### config.mk
export PLATFORM = sky130hd
export DESIGN_NAME = result_ram_flat
export DESIGN_NICKNAME = d
export VERILOG_FILES = /design/src/rtl/result_ram_if.sv /design/src/rtl/result_ram.sv /design/src/flat_wrapper.sv
export SDC_FILE = /design/constraint.sdc
export NUM_CORES = 1
export LEC_CHECK = 0
export CAP_MARGIN = 30
export CORE_MARGIN = 3
export CORE_UTILIZATION = 54
export DETAILED_ROUTE_END_ITERATION = 16
export PLACE_DENSITY = 0.75
export SLEW_MARGIN = 20
export SYNTH_ARGS = -nofsm -noshare
export SYNTH_HDL_FRONTEND = slang
export SYNTH_SLANG_ARGS = --single-unit
### constraint.sdc
create_clock -name clk -period 3.3 [get_ports clk]
set_clock_uncertainty 0.2 [all_clocks]
set_input_delay 0.66 -clock clk [delete_from_list [all_inputs] [get_ports clk]]
set_output_delay 0.66 -clock clk [all_outputs]
set_load 0.02 [all_outputs]
### src/rtl/result_ram_if.sv
// Bundle for the result RAM: block write handshake, single-word read port and fill status.
// Write handshake: a block transfers on the rising edge where wr_valid && wr_ready; wr_data only matters then.
interface result_ram_if #(
  parameter int DATA_WIDTH = 16,
  parameter int MEM_DEPTH  = 9,
  parameter int BLOCK_SIZE = 3
);
  localparam int AW = $clog2(MEM_DEPTH);
  localparam int CW = $clog2(MEM_DEPTH + 1);

  logic                             clear;
  logic                             wr_valid;
  logic                             wr_ready;
  logic [BLOCK_SIZE*DATA_WIDTH-1:0] wr_data;
  logic                             rd_en;
  logic [AW-1:0]                    rd_addr;
  logic [DATA_WIDTH-1:0]            rd_data;
  logic                             rd_valid;
  logic [CW-1:0]                    wr_count;
  logic                             full;
  logic                             done;
  logic                             err;
  logic                             state_dbg;

  modport master (
    output clear, wr_valid, wr_data, rd_en, rd_addr,
    input  wr_ready, rd_data, rd_valid, wr_count, full, done, err, state_dbg
  );

  modport slave (
    input  clear, wr_valid, wr_data, rd_en, rd_addr,
    output wr_ready, rd_data, rd_valid, wr_count, full, done, err, state_dbg
  );
endinterface

### src/rtl/result_ram.sv
// Result RAM: captures packed result blocks at a self-managed write pointer until MEM_DEPTH
// words are stored, with a registered single-word read port usable in any state.
module result_ram #(
  parameter int DATA_WIDTH = 16,
  parameter int MEM_DEPTH  = 9,
  parameter int BLOCK_SIZE = 3
) (
  input  logic        clk,
  input  logic        reset,
  result_ram_if.slave bus
);
  localparam int AW = $clog2(MEM_DEPTH);
  localparam int CW = $clog2(MEM_DEPTH + 1);

  typedef enum logic {S_FILL = 1'b0, S_FULL = 1'b1} state_e;

  state_e                state_q, state_d;
  logic [CW-1:0]         cnt_q, cnt_d;
  logic                  err_q, err_d;
  logic                  done_q, done_d;
  logic [DATA_WIDTH-1:0] rd_data_q;
  logic                  rd_valid_q;
  logic [DATA_WIDTH-1:0] rd_word;
  logic                  wr_en;

  logic [DATA_WIDTH-1:0] mem [0:MEM_DEPTH-1];

  // clear has priority over an incoming block, which is then dropped
  assign wr_en = reset && !bus.clear && bus.wr_valid && (state_q == S_FILL);

  always_comb begin
    state_d = state_q;
    cnt_d   = cnt_q;
    err_d   = err_q;
    done_d  = 1'b0;
    if (bus.clear) begin
      state_d = S_FILL;
      cnt_d   = '0;
      err_d   = 1'b0;
    end else if (bus.wr_valid) begin
      if (state_q == S_FILL) begin
        if (int'(cnt_q) + BLOCK_SIZE >= MEM_DEPTH) begin
          cnt_d   = CW'(MEM_DEPTH);
          state_d = S_FULL;
          done_d  = 1'b1;
        end else begin
          cnt_d = cnt_q + CW'(BLOCK_SIZE);
        end
      end else begin
        err_d = 1'b1;
      end
    end
  end

  always_comb begin
    rd_word = '0;
    if (int'(bus.rd_addr) < MEM_DEPTH) rd_word = mem[bus.rd_addr];
  end

  always_ff @(posedge clk) begin
    if (!reset) begin
      state_q    <= S_FILL;
      cnt_q      <= '0;
      err_q      <= 1'b0;
      done_q     <= 1'b0;
      rd_data_q  <= '0;
      rd_valid_q <= 1'b0;
    end else begin
      state_q    <= state_d;
      cnt_q      <= cnt_d;
      err_q      <= err_d;
      done_q     <= done_d;
      rd_valid_q <= bus.rd_en;
      if (bus.rd_en) rd_data_q <= rd_word;
    end
  end

  // No reset on the array; words past the last address of a partial block are discarded
  always_ff @(posedge clk) begin
    if (wr_en) begin
      for (int i = 0; i < BLOCK_SIZE; i++) begin
        if (int'(cnt_q) + i < MEM_DEPTH)
          mem[AW'(int'(cnt_q) + i)] <= bus.wr_data[i*DATA_WIDTH +: DATA_WIDTH];
      end
    end
  end

  assign bus.wr_ready  = (state_q == S_FILL);
  assign bus.full      = (state_q == S_FULL);
  assign bus.done      = done_q;
  assign bus.err       = err_q;
  assign bus.wr_count  = cnt_q;
  assign bus.rd_data   = rd_data_q;
  assign bus.rd_valid  = rd_valid_q;
  assign bus.state_dbg = state_q;
endmodule

### src/flat_wrapper.sv
// flat-port wrapper written by rule: the top's interface ports become plain ports
module result_ram_flat 
#(
  parameter int DATA_WIDTH = 16,
  parameter int MEM_DEPTH  = 9,
  parameter int BLOCK_SIZE = 3
)
  (clk, reset, bus_clear, bus_wr_valid, bus_wr_data, bus_rd_en, bus_rd_addr, bus_wr_ready, bus_rd_data, bus_rd_valid, bus_wr_count, bus_full, bus_done, bus_err, bus_state_dbg);
  result_ram_if #(.DATA_WIDTH(DATA_WIDTH), .MEM_DEPTH(MEM_DEPTH), .BLOCK_SIZE(BLOCK_SIZE)) bus_i ();
  input  logic clk;
  input  logic reset;
  input wire logic [$bits(bus_i.clear)-1:0] bus_clear;
  input wire logic [$bits(bus_i.wr_valid)-1:0] bus_wr_valid;
  input wire logic [$bits(bus_i.wr_data)-1:0] bus_wr_data;
  input wire logic [$bits(bus_i.rd_en)-1:0] bus_rd_en;
  input wire logic [$bits(bus_i.rd_addr)-1:0] bus_rd_addr;
  output wire logic [$bits(bus_i.wr_ready)-1:0] bus_wr_ready;
  output wire logic [$bits(bus_i.rd_data)-1:0] bus_rd_data;
  output wire logic [$bits(bus_i.rd_valid)-1:0] bus_rd_valid;
  output wire logic [$bits(bus_i.wr_count)-1:0] bus_wr_count;
  output wire logic [$bits(bus_i.full)-1:0] bus_full;
  output wire logic [$bits(bus_i.done)-1:0] bus_done;
  output wire logic [$bits(bus_i.err)-1:0] bus_err;
  output wire logic [$bits(bus_i.state_dbg)-1:0] bus_state_dbg;
  assign bus_i.clear = bus_clear;
  assign bus_i.wr_valid = bus_wr_valid;
  assign bus_i.wr_data = bus_wr_data;
  assign bus_i.rd_en = bus_rd_en;
  assign bus_i.rd_addr = bus_rd_addr;
  assign bus_wr_ready = bus_i.wr_ready;
  assign bus_rd_data = bus_i.rd_data;
  assign bus_rd_valid = bus_i.rd_valid;
  assign bus_wr_count = bus_i.wr_count;
  assign bus_full = bus_i.full;
  assign bus_done = bus_i.done;
  assign bus_err = bus_i.err;
  assign bus_state_dbg = bus_i.state_dbg;
  result_ram #(.DATA_WIDTH(DATA_WIDTH), .MEM_DEPTH(MEM_DEPTH), .BLOCK_SIZE(BLOCK_SIZE)) u_core (.clk(clk), .reset(reset), .bus(bus_i));
endmodule
==> implementation parameters, run 1 <==
Parameter                              Value

Status
  Run status ... complete, no violations

Detailed routing
  Met3 Wirelength ... 4470 µm
  Sum of met2 wire segment lengths after detailed routing ... 14,600 µm
  Iteration count of the initial detailed-routing pass ... 10
  Detailed-route wire length per cell ... 27.2 µm
  Count of antenna-violating nets left after detailed routing ... 0
  Iteration-0 DRC count of the detailed router ... 1,300
  Top routing layer used ... met4
  Via density ... 7.12
  Routed vias ... 8,628
  Number of remaining DRC errors ... 0
  Routed WL ... 33,000 µm
  Detailed-routing wirelength on met1 ... 12,400 µm

Setup path
  Reg2reg end ... u_core.mem[5][11]
  Endpoint arrival time on the critical path ... 2870 ps
  Slack of the worst reg-to-reg path ... 590 ps
  Worst setup SP type ... input port
  Largest fanout of any net on the critical path ... 17
  Cell breakdown of the critical path ... clkdlybuf4s50_1, nand4bb_1, or4_1, buf_12, mux2_4, mux2_2
  Critical Path Sink Type ... register
  Worst Reg-to-Reg Cells ... 6
  Standard cell with the maximum stage delay on the critical path ... sky130_fd_sc_hd__clkdlybuf4s50_1
  Class of the most critical setup path ... in -> reg
  Launching point of the worst reg2reg path ... u_core.bus.wr_count[2]
  Data required time of the worst path ... 3290 ps
  Delay of the slowest critical-path stage ... 680 ps

Synthesis
  Post-synthesis cell type with the largest combined area ... sky130_fd_sc_hd__edfxtp_1
  Mean post-synth cell area ... 11.7 µm²
  Cell types with the highest counts after synthesis ... sky130_fd_sc_hd__mux2_2, sky130_fd_sc_hd__edfxtp_1, sky130_fd_sc_hd__o21ai_0
  #FFs+latches synth ... 168
  Post-synth cell types ... 45
  Register area share after synthesis ... 0.461
  Yosys top cell area share ... 0.415
  Number of cells produced by synthesis ... 892
  Yosys synthesis warning count ... 0
  Total standard cell area after synthesis ... 10,400 µm²
  Number of enable flip-flop cells after synthesis ... 144
  Prevailing post-synth register cell ... sky130_fd_sc_hd__edfxtp_1
  Dominant cells by area after synthesis ... sky130_fd_sc_hd__edfxtp_1, sky130_fd_sc_hd__mux2_2, sky130_fd_sc_hd__mux4_2
  Share of flip-flops with an asynchronous set or reset ... 0
  Most repeated cell in the gate-level netlist after synthesis ... sky130_fd_sc_hd__mux2_2
  Post-synthesis net count ... 960

Pwr
  Leakage ... 0.00408 µW
  Power density of the placed cells ... 402 nW/µm²
  Total power ... 4970 µW
  Worst voltage drop across the vdd grid ... 0.354 mV

Timing
  Transition time at the pin with the least slew margin ... 713 ps
  Total setup violations reported at the end of the flow ... 0
  Share of the clock period used by the worst path ... 0.873
  Setup repair after global routing missed its margin ... false
  Slew Limit Headroom ... 0.524
  Fin crit period ... 2880 ps
  Maximum clock frequency ... 347 MHz
  Final hold violation count ... 0
  Max-slew violation total from the final report ... 0
  Total negative slack ... 0 ps

Min path
  Hold Path Stages ... 2
  Hold-critical path endpoint ... u_core.bus.rd_data[6]
  Min-delay worst type ... reg -> reg
  Startpoint of the tightest hold check path ... u_core.mem[8][6]

Run
  Maxcap violations ... 0

Clock tree
  Count of clock tree sinks ... 168
  Clock buffer depth ... 2
  Clock slew at the register clock pins of the worst setup and hold paths ... 70 ps
  Clock latency on the worst-skew pair ... 440 ps
  Clock Root Buffer ... sky130_fd_sc_hd__clkbuf_16
  CTS hold repair buffers ... 0
  CTS resizes ... 0
  Setup Buffers After CTS ... 0
  Clock tree from TritonCTS ... yes
  TritonCTS Buffers ... 17
  # H-tree levels ... 4

Placed design
  Count of placed standard cells including taps ... 1,181
  Total of buffers placed on input and output ports ... 82
  Routability congestion estimate from global placement ... 0.906
  HPWL Detailed ... 20,000 µm

GRT
  Remaining Overflow, GRT ... 0
  Global-route wire length before repair ... 50,400 µm
  Aggregate global-route resource usage ... 0.311
  Number of global-route vias before repair ... 8,451
  Initial antenna violation count ... 0
  Pin count of the biggest net entering global routing ... 65

Floorplan
  Floorplan die height ... 145 µm
  Ports placed on the boundary ... 83
  Die W ... 145 µm
  Floorplan core area ... 18,800 µm²
  Die Area ... 21,000 µm²
  Starting density of the core ... 0.553
  FP Rows ... 50

Final layout
  Share of post-route cells with drive strength above 1 ... 0.313
  Final non-filler cell total ... 1,212
  Area growth from synthesis to layout ... 18.7%
  Post-route core utilization ... 0.657
  Final nets ... 1,008
  Antenna diode count ... 0
==> where the power goes <==
| group | internal [µW] | total [µW] | leakage [µW] | switching, µW |
|---|---|---|---|---|
| logic | 303 | 683 | 0.00232 | 380 |
| registers | 2360 | 2380 | 0.00150 | 18.7 |
| clock network | 1050 | 1910 | 0.000267 | 858 |
| total | 3710 | 4970 | 0.00408 | 1260 |
==> worst max path at each step <==
| stage | start | to | slack (ps) | cells past startpoint |
|---|---|---|---|---|
| 6_report | reset | u_core.mem[8][7] | 420 | 6 |
| 5_1_grt | reset | u_core.mem[8][11] | 370 | 6 |
| 4_1_cts | reset | u_core.mem[8][10] | 450 | 6 |
| 3_5_place_dp | reset | u_core.mem[8][7] | 6 | 6 |
| 3_3_place_gp | reset | u_core.mem[8][7] | 70 | 6 |
| 2_1_floorplan | u_core.bus.wr_count[2] | u_core.mem[0][0] | 50 | 7 |
==> layer usage <==
| metal | global-route usage | vias to the layer above |
|---|---|---|
| met5 | 0 | - |
| li1 | - | 3652 |
| met2 | 0.462 | 717 |
| met4 | 0.141 | 0 |
| met1 | 0.425 | 4124 |
| met3 | 0.0903 | 135 |
==> critical path, delay by kind of cell <==
family	cells	cell delay, ps
and+or+nand+nor	2	750
muxes	2	570
buffers and inverters	2	880
==> through the flow <==
stage,worst slack [ps],area (µm²),hold slack (ps)
finish,418,12400,264
global route,373,12400,301
CTS,453,12400,270
detailed placement,6.13,11800,256
global placement,72.1,11800,249
floorplan,47.0,10400,241
==> layout by cell type, fill, tap and decap left out, types with 23 or more instances in the layout <==
cell type	count
sky130_fd_sc_hd__nor3_1	65
sky130_fd_sc_hd__mux2_2	151
sky130_fd_sc_hd__a31oi_1	64
sky130_fd_sc_hd__buf_4	46
sky130_fd_sc_hd__mux4_2	32
sky130_fd_sc_hd__nand4_1	65
sky130_fd_sc_hd__clkdlybuf4s50_1	81
sky130_fd_sc_hd__o21ai_0	81
sky130_fd_sc_hd__dfxtp_1	23
sky130_fd_sc_hd__edfxtp_1	144
==> cell type report <==
type,instances,area (µm²)
fill,1371,6460
multi-input combinational,604,5170
sequential,168,4810
timing repair buffer,145,1500
clock buffer,22,487
tap,260,325
clock inverter,9,65.1
inverter,4,15.0
==> flip-flops by register name (all words and copies together), names as in the netlist <==
name,flops
u_core.bus.rd_data,16
u_core.bus.done,1
u_core.mem,144
u_core.bus.err,1
u_core.bus.rd_valid,1
u_core.bus.full,1
u_core.bus.wr_count,4
==> cells by family after synthesis <==
group | after synthesis | synth area share
mux | 209 | 0.262
xor+xnor | 2 | 0.00240
fa+ha+maj | 11 | 0.0132
flops | 168 | 0.461
buf+inv | 120 | 0.0463
simple gates | 191 | 0.104
compound gates | 191 | 0.111
Note: power is estimated with default switching activity, not from simulation.
==> run 2: changes to the inputs <==
TNS_END_PERCENT = 1   (was not set)
==> results of run 2 <==
Final layout, timing and power as in run 1 (identical DEF).
